## config.mk

```make
export PLATFORM = sky130hd
export DESIGN_NAME = dmem_bridge
export DESIGN_NICKNAME = d
export VERILOG_FILES = /design/src/rtl/dmem_bridge_pkg.sv /design/src/rtl/dmem_bridge.sv
export SDC_FILE = /design/constraint.sdc
export NUM_CORES = 1
export LEC_CHECK = 0
export BUFFER_PORTS_ARGS = -buffer_cell sky130_fd_sc_hd__buf_2
export CAP_MARGIN = 20
export CORE_AREA = 3 3 85 79
export CTS_BUF_LIST = sky130_fd_sc_hd__clkbuf_16
export CTS_CLUSTER_DIAMETER = 200
export DETAILED_ROUTE_END_ITERATION = 12
export DIE_AREA = 0 0 88 82
export GPL_TIMING_DRIVEN = 0
export PLACE_DENSITY = 0.89
export REMOVE_ABC_BUFFERS = 1
export SLEW_MARGIN = 40
export SYNTH_ARGS = -nofsm -noshare
export SYNTH_HDL_FRONTEND = slang
export SYNTH_SLANG_ARGS = --single-unit
```

## constraint.sdc

```tcl
create_clock -name clk -period 2.87 [get_ports clk]
set_clock_uncertainty 0.1 [all_clocks]
set_input_delay 0.1435 -clock clk [delete_from_list [all_inputs] [get_ports clk]]
set_output_delay 0.1435 -clock clk [all_outputs]
set_load 0.01 [all_outputs]
```

## src/rtl/dmem_bridge_pkg.sv

```systemverilog
// Shared definitions for the data-memory bridge: FSM state encoding and
// access-size codes used on the SRAM-like data bus.
package cpu_defs;

  typedef enum logic [1:0] {
    IDLE = 2'd0,
    REQ  = 2'd1,
    WAIT = 2'd2,
    DONE = 2'd3
  } state_t;

  localparam logic [1:0] SZ_BYTE = 2'd0;
  localparam logic [1:0] SZ_HALF = 2'd1;
  localparam logic [1:0] SZ_WORD = 2'd2;

  // Size code 3 has no bus meaning; the bus only ever sees byte/half/word.
  function automatic logic [1:0] bus_size(input logic [1:0] size);
    case (size)
      SZ_BYTE: return SZ_BYTE;
      SZ_HALF: return SZ_HALF;
      default: return SZ_WORD;
    endcase
  endfunction

endpackage

```

## src/rtl/dmem_bridge.sv

```systemverilog
// Bridges the M-stage load/store onto a split-transaction (addr_ok/data_ok)
// data bus, stalling the pipeline until the single outstanding access completes.
module dmem_bridge
  import cpu_defs::*;
#(
  parameter int ADDR_W = 32,
  parameter int DATA_W = 32
) (
  input  logic              clk,
  input  logic              rst,
  input  logic              mem_en,
  input  logic              mem_wr,
  input  logic [1:0]        mem_size,
  input  logic [ADDR_W-1:0] mem_addr,
  input  logic [DATA_W-1:0] mem_wdata,
  input  logic              mem_addr_err,
  input  logic              pipe_stall,
  output logic [DATA_W-1:0] mem_rdata,
  output logic              mem_stall,
  output logic              data_req,
  output logic              data_wr,
  output logic [1:0]        data_size,
  output logic [ADDR_W-1:0] data_addr,
  output logic [DATA_W-1:0] data_wdata,
  input  logic              data_addr_ok,
  input  logic              data_data_ok,
  input  logic [DATA_W-1:0] data_rdata
);

  state_t            state, state_next;
  logic [DATA_W-1:0] rdata_hold;
  logic              capture;
  logic              go;

  assign go = mem_en & ~mem_addr_err;

  // The M stage is frozen for the whole transaction, so the bus command
  // fields can follow the pipeline inputs directly without registering.
  assign data_wr    = mem_wr;
  assign data_size  = bus_size(mem_size);
  assign data_addr  = mem_addr;
  assign data_wdata = mem_wdata;

  // NOTE: every output of this block gets a default before the case, so no
  // path leaves a signal unassigned and no latch is inferred.
  always_comb begin
    state_next = state;
    data_req   = 1'b0;
    mem_stall  = 1'b0;
    mem_rdata  = rdata_hold;
    capture    = 1'b0;
    case (state)
      IDLE: begin
        if (go) begin
          data_req   = 1'b1;
          mem_stall  = 1'b1;
          state_next = data_addr_ok ? WAIT : REQ;
        end
      end
      REQ: begin
        // Held until accepted even if mem_en drops: a request on the bus
        // cannot be withdrawn.
        data_req  = 1'b1;
        mem_stall = 1'b1;
        if (data_addr_ok) state_next = WAIT;
      end
      WAIT: begin
        if (data_data_ok) begin
          mem_rdata  = data_rdata;
          capture    = ~mem_wr;
          state_next = pipe_stall ? DONE : IDLE;
        end else begin
          mem_stall = 1'b1;
        end
      end
      DONE: begin
        // Result already delivered; wait for the pipeline to move on
        // without reissuing the same access.
        if (!pipe_stall) state_next = IDLE;
      end
      default: state_next = IDLE;
    endcase
  end

  // NOTE: sequential state uses non-blocking assignments so every register
  // samples the pre-edge values regardless of statement order.
  always_ff @(posedge clk or negedge rst) begin
    if (!rst) begin
      state      <= IDLE;
      rdata_hold <= '0;
    end else begin
      state <= state_next;
      if (capture) rdata_hold <= data_rdata;
    end
  end

endmodule

```

---- Yosys cells after proc, flatten, opt, wreduce, memory -nomap -nowiden ----
Index checks and enable logic that the tools add are counted.
storage, ports and cells
  register bits after elaboration ......... 34
  latch bits .............................. 0
  bits in writable memories ............... 0
  bits in read-only memories .............. 0
  memories ................................ 0
operators by class
  add/sub/neg operators ................... 0
  multiply operators ...................... 0
  divide/modulo/power cells ............... 0
  order comparisons ....................... 0
  eq/ne operators ......................... 8
  shift operators ......................... 0
  muxes and demuxes ....................... 16
  bitwise logic cells ..................... 3
  reductions and logical operators ........ 3
operators by type and width
  operator                                                         count
  32-bit two-way mux                                               2
  2-bit two-way mux                                                6
  2-bit != test, second input constant                             4
  2-bit one-hot mux with 4 select lines                            1
  2-bit by 1-bit == test with 1-bit output, second input constant  2
  2-bit == test, second input constant                             2
  2-bit logical NOT                                                2
  1-bit two-way mux                                                4
  2-bit one-hot mux with 2 select lines                            1
  4-bit AND reduction                                              1
  1-bit one-hot mux with 3 select lines                            1
  1-bit inverter                                                   2
  1-bit one-hot mux with 2 select lines                            1
  1-bit bitwise AND                                                1

---- Longest topological paths before layout ----
Gate-level depths: netlist of run 1.
  depth in word-level cells ............... 4
  depth in mapped cells ................... 4
  mapped depth without buffers ............ 3

---- Worst setup path before layout of run 1 ----
Ideal clock, no wire load.
  path kind ............................... reg-to-reg
  start ................................... register state[0]
  end ..................................... register rdata_hold[0]
  arrival ................................. 1.207 ns
  data required time ...................... 2.645 ns
  slack ................................... 1.438 ns
  cell stages (with the launch flop) ...... 5
  buffers on the path ..................... 1
  period minus slack after synthesis ...... 1.432 ns
  cell sequence ........................... dfrtp_1 nand3b_4 nor2_8 buf_12 mux2_4
between the ends
  cells in the longest elaborated chain, start to end .. 2
ends and longest elaborated chain
  item                    line               RTL
  start, declared         dmem_bridge.sv:30  state_t state, state_next;
  start signal, assigned  dmem_bridge.sv:92  state <= state_next;
  2-bit == test           dmem_bridge.sv:52  case (state)
  1-bit two-way mux       dmem_bridge.sv:52
  end signal, assigned    dmem_bridge.sv:93  if (capture) rdata_hold <= data_rdata;
  end, declared           dmem_bridge.sv:31  logic [DATA_W-1:0] rdata_hold;
Every way passes these cells.
A chain may end at the register's enable or synchronous reset.

---- Worst setup path in the final report of run 1 ----
  start ................................... register state[0]
  end ..................................... register rdata_hold[8]
Same word-level chain as after synthesis.

==> qor.yml, run 1 <==
outcome:
  status: "completed"
cts:
  cts_sinks: 34
  insertion_delay_ns: 0.27
  ctsHoldBuffers: 2
  post-cts-setup-buffers: 0
  cts_tree: "built"
  clkTransAtPathRegs_ns: 0.06
  ctsRootBufferMaster: "clkbuf_16"
  htreeDepth: 2
  clk_path_buf_depth: 2
  numCtsBuffers: 5
  cts_resized: 0
synth:
  synth.avg_cell_area_um2: 12.8
  ys_seq_elements: 34
  synth_seq_area_share_pct: 36.0
  ys_types: 16
  syn_inst: 184
  ys_warn_count: 0
  synthesis.area_um2: 2360
drt:
  wirelength_um: 9070
  first_pass_iters: 4
  drc: 0
  detail-route-antenna-nets: 0
  wl_per_cell_um: 33.4
  drt_iter0_markers: 28
  avgViaCountPerCell: 5.19
  vias: 1412
finish:
  antenna_cells: 0
  area_growth_pct: 2.81
  fin_area_um2: 2430
  drive_gt1_share_pct: 75.0
  nets: 305
setup_path:
  rr_startpoint: "state[0]"
  start_kind: "flip-flop"
  reg2reg_depth: 3
  regToRegSetupSlack_ns: 0.57
  r2r_end: "rdata_hold[8]"
  crit_required_ns: 2.93
  cp.arrival_ns: 2.36
  endpoint_kind: "flip-flop"
  crit_type: "reg -> reg"
  cp_max_fo: 33
global_routing:
  first_global_vias: 1361
  grt_max_degree: 35
  use_met3_pct: 30.2
  grt.overflow.total: 0
  use_met1_pct: 22.2
  grt_pass1_wl_um: 11500
  busiest_layer: "met2"
  use_met2_pct: 35.7
  antenna_found_initial: 0
  track_usage_pct: 24.8
sta:
  final-hold-violation-count: 0
  setup_viol: 0
  max_freq_mhz: 435
  fin_crit_ns: 2.30
  rsz0062_at_grt: "no"
  timing.hold.ws_ns: 0.0112
  worst_pin_slew_ns: 0.763
  finalCritPeriodShare_pct: 80.1
  fin_ws_ns: 0.570
  relSlewSlack_pct: 49.1
  finalMaxSlewViolations: 0
  fin_tns_setup_ns: 0
placed_design:
  hpwl_um: 7690
  gp_congestion: 0.843
  dpl_cell_area_um2: 2270
  pre_cts_ws_ns: 0.539
  portBuffers: 78
floorplanning:
  die_x_um: 88
  core_area_um2: 5980
  die_y_um: 82
  row_count: 27
  num_io_pins: 207
  die-area_um2: 7220
  start_util_pct: 39.5
min_path:
  hp-class: "in -> reg"
  min_from: "data_rdata[22]"
  worst_hold_path.num_cells: 2
  holdPathEnd: "rdata_hold[22]"
pwr:
  irDropWorstVdd_mv: 0.482
  power_mw: 2.63
  cellPowerDensity_nw_per_um2: 1080
  power.leakage_nw: 1.23
job:
  maxCapViolations: 0
kinds of logic after synthesis:
family                 share of synthesized area (%)
muxes                                           35.3
buffers and inverters                           24.6
DFF                                             36.0
AOI/OAI and AO/OA                               1.22
and+or+nand+nor                                 2.86
flip-flops by register name (all words and copies together) (netlist names):
signal and cells:
state 2, rdata_hold 32
worst max-delay path, cell delays in order (launching register included):
cell,delay (ns)
dfrtp_1,0.40
nand3b_4,0.50
nor2_8,0.77
mux2_2,0.41
cells in the mapped netlist:
cell	count	area (um2)
clkbuf_1	1	3.75
nor2_8	1	20.0
nand2_1	1	3.75
buf_4	68	510
o21bai_1	1	7.51
o21ai_0	3	15.0
buf_12	3	60.1
nor2_1	1	3.75
nand3b_4	1	20.0
nor2b_1	2	12.5
mux2_4	30	450
inv_1	2	7.51
mux2_2	34	383
o22ai_1	1	6.26
or2b_1	1	7.51
dfrtp_1	34	851
metal layers:
layer	up-vias	routed length (um)
met4	2	88
li1	586	-
met3	13	2490
met2	166	3780
met5	-	34
met1	645	2680
through the flow:
step                std cells  utilization [%]
floorplan                 112                -
detailed placement        262             37.9
finish                    272             40.6
global placement          262             37.9
global route              272             40.6
CTS                       272             40.6
layout by cell type (no fill, tap or decap), drive strengths merged:
cell type	synthesis	final
buf	71	78
clkbuf	1	5
clkinv	0	2
dfrtp	34	34
dlygate4sd3	0	2
inv	2	3
mux2	64	64
nand2	1	1
nand3b	1	1
nor2	2	2
nor2b	2	2
o21ai	3	3
o21bai	1	1
o22ai	1	1
or2b	1	1
where the power goes:
part	switching [mW]	leakage [nW]	internal (mW)	total, mW
combinational	0.497	0.746	0.772	1.27
clock	0.191	0.0724	0.313	0.505
sequential	0.138	0.409	0.721	0.859
total	0.827	1.23	1.81	2.63
final cells by class:
class | count | area [um2]
Sequential cell | 34 | 851
Multi-Input combinational cell | 76 | 930
Clock inverter | 3 | 12.5
Fill cell | 555 | 3550
Clock buffer | 5 | 125
Timing Repair Buffer | 80 | 413
Tap cell | 72 | 90.1
Inverter | 2 | 7.51
worst max-delay path by stage:
| stage | startpoint | end | slack [ns] | depth (start not counted) |
|---|---|---|---|---|
| 2_1_floorplan | state[0] | rdata_hold[8] | 0.88 | 3 |
| 3_3_place_gp | state[0] | rdata_hold[8] | 0.58 | 3 |
| 3_5_place_dp | state[0] | rdata_hold[8] | 0.54 | 3 |
| 4_1_cts | state[0] | rdata_hold[8] | 0.54 | 3 |
| 5_1_grt | state[0] | rdata_hold[8] | 0.44 | 3 |
| 6_report | state[0] | rdata_hold[8] | 0.57 | 3 |
(Power assumes the default switching activity.)
==> inputs of run 2 (changes only) <==
Settings changed: CORE_AREA 3 3 85 79 to 3 3 88 81, DIE_AREA 0 0 88 82 to 0 0 91 84, PLACE_DENSITY 0.89 to 0.85.
Clock period 2.87 ns to 2.2 ns, I/O delays scaled along.
==> qor.yml, run 2 (synthesis results as in run 1) <==
drt:
  avgViaCountPerCell: 4.73  # -8.9%
  wirelength_um: 9940  # +9.5%
  drc: 0  # unchanged
  detail-route-antenna-nets: 0  # unchanged
  wl_per_cell_um: 30.8  # -7.8%
  vias: 1528  # +8.2%
  first_pass_iters: 4  # unchanged
  drt_iter0_markers: 19  # -32%
sta:
  fin_ws_ns: 0.108  # -0.462 ns
  fin_crit_ns: 2.09  # -0.208 ns
  worst_pin_slew_ns: 0.576  # -0.187 ns
  setup_viol: 0  # unchanged
  finalMaxSlewViolations: 0  # unchanged
  max_freq_mhz: 478  # +10%
  rsz0062_at_grt: "no"
  finalCritPeriodShare_pct: 95.1  # +15 points
  final-hold-violation-count: 0  # unchanged
  timing.hold.ws_ns: 0.0254  # +0.0142 ns
  fin_tns_setup_ns: 0  # unchanged
  relSlewSlack_pct: 61.6  # +12 points
pwr:
  p_clk_share_pct: 17.9  # -1.3 points
  irDropWorstVdd_mv: 0.528  # +9.5%
  switchingPower_mw: 1.11  # +35%
  power_frac_comb_pct: 50.5  # +2.3 points
  internal_power_mw: 2.41  # +33%
  swShare_pct: 31.6  # +0.20 points
  pwr-share-seq_pct: 31.6  # -1.0 points
  cellPowerDensity_nw_per_um2: 1260  # +16%
  power.leakage_nw: 1.38  # +13%
placed_design:
  portBuffers: 78  # unchanged
  gp_congestion: 0.745  # -12%
  pre_cts_ws_ns: -0.149  # -0.688 ns
  hpwl_um: 7930  # +3.1%
finish:
  mostFrequentLayoutCell: "buf_2"
  drive_gt1_share_pct: 64.8  # -10 points
  nets: 342  # +12%
  largest_reg_flops: 32  # unchanged
  n_fill_cell: 606  # +9.2%
  top_regs: "rdata_hold x32, state x2"
  fin_util_pct: 45.1  # +4.5 points
  antenna_cells: 0  # unchanged
  final_cell_mix: "buf_2, dlygate4sd3_1, mux2_2, dfrtp_1, mux2_4"
  largest-register: "rdata_hold"
  area_growth_pct: 18.8
setup_path:
  endpoint_kind: "flip-flop"
  cp_max_fo: 34  # +3.0%
  cp.arrival_ns: 2.14  # -0.22 ns
  start_kind: "flip-flop"
  crit_required_ns: 2.25  # -0.68 ns
  crit_type: "reg -> reg"
min_path:
  hp-class: "in -> reg"
cts:
  ctsRootBufferMaster: "clkbuf_16"
  htreeDepth: 2  # unchanged
  insertion_delay_ns: 0.27  # about the same
  clk_path_buf_depth: 2  # unchanged
  clkTransAtPathRegs_ns: 0.05  # about the same
  cts_tree: "built"
  numCtsBuffers: 5  # unchanged
  cts_resized: 0  # unchanged
  cts_sinks: 34  # unchanged
global_routing:
  grt_pass1_wl_um: 13600  # +18%
  track_usage_pct: 25.9  # +1.1 points
  grt.overflow.total: 0  # unchanged
  first_global_vias: 1705  # +25%
  antenna_found_initial: 0  # unchanged
  grt_max_degree: 35  # unchanged
floorplanning:
  core_area_um2: 6220  # +4.0%
  start_util_pct: 38.0  # -1.5 points
  die_y_um: 84  # +2.4%
  num_io_pins: 207  # unchanged
  row_count: 27  # unchanged
  die_x_um: 91  # +3.4%
  die-area_um2: 7640  # +5.9%
outcome:
  status: "completed"
job:
  maxCapViolations: 0  # unchanged
-- run 2: per-stage QoR --
step           cells  total power [mW]  area [um2]
2_1_floorplan    112              2.25        1790
3_3_place_gp     277              2.74        2290
3_5_place_dp     277              2.79        2290
4_1_cts          323              3.54        2800
5_1_grt          323              3.75        2810
6_report         323              3.53        2810
-- run 2: area by class of cell --
| cell class | count | area (um2) | area share, % |
|---|---|---|---|
| Clock buffer | 5 | 125 | 4.46 |
| Clock inverter | 2 | 7.51 | 0.267 |
| Inverter | 2 | 7.51 | 0.267 |
| Multi-Input combinational cell | 77 | 941 | 33.5 |
| Sequential cell | 34 | 851 | 30.3 |
| Tap cell | 87 | 109 | 3.88 |
| Timing Repair Buffer | 116 | 766 | 27.3 |
-- run 2: critical path, stage by stage, from the launching register on --
cell	delay [ns]
dfrtp_1	0.40
nand3b_4	0.53
nor2_8	0.54
mux2_2	0.38
-- run 2: power groups by stage --
stage | Combinational (mW) | Clock (mW) | Sequential (mW)
4_1_cts | 1.77 | 0.656 | 1.11
5_1_grt | 1.91 | 0.688 | 1.15
2_1_floorplan | 1.18 | 0 | 1.06
3_5_place_dp | 1.68 | 0 | 1.11
3_3_place_gp | 1.65 | 0 | 1.09
6_report | 1.78 | 0.630 | 1.11
-- run 2: repair_timing --
item,in CTS,in global routing
hold buffers,35,0
setup endpoints to repair,32,0
buffers inserted,3,0
endpoints found under the hold margin,67,0
-- run 2: final timing paths --
path / startpoint / endpoint / slack [ns] / cells after the start
worst max-delay path: state[0] / rdata_hold[8] / 0.11 / 3
worst min-delay path: pipe_stall / state[1] / 0.03 / 3
worst max register to register: state[0] / rdata_hold[8] / 0.11 / 3
worst min register to register: rdata_hold[8] / rdata_hold[8] / 0.40 / 1
max in group asynchronous: rst / rdata_hold[23] / 1.45 / 2
min in group asynchronous: rst / rdata_hold[6] / 0.23 / 2
-- run 2: per-layer routing --
layer | vias to the layer above | share of wire, % | global-route usage, %
met4 | 2 | 0.86 | 3.97
met1 | 685 | 29 | 21.6
met5 | - | 0.81 | 8.33
met2 | 172 | 43 | 38.4
met3 | 4 | 27 | 32.6
li1 | 665 | - | -
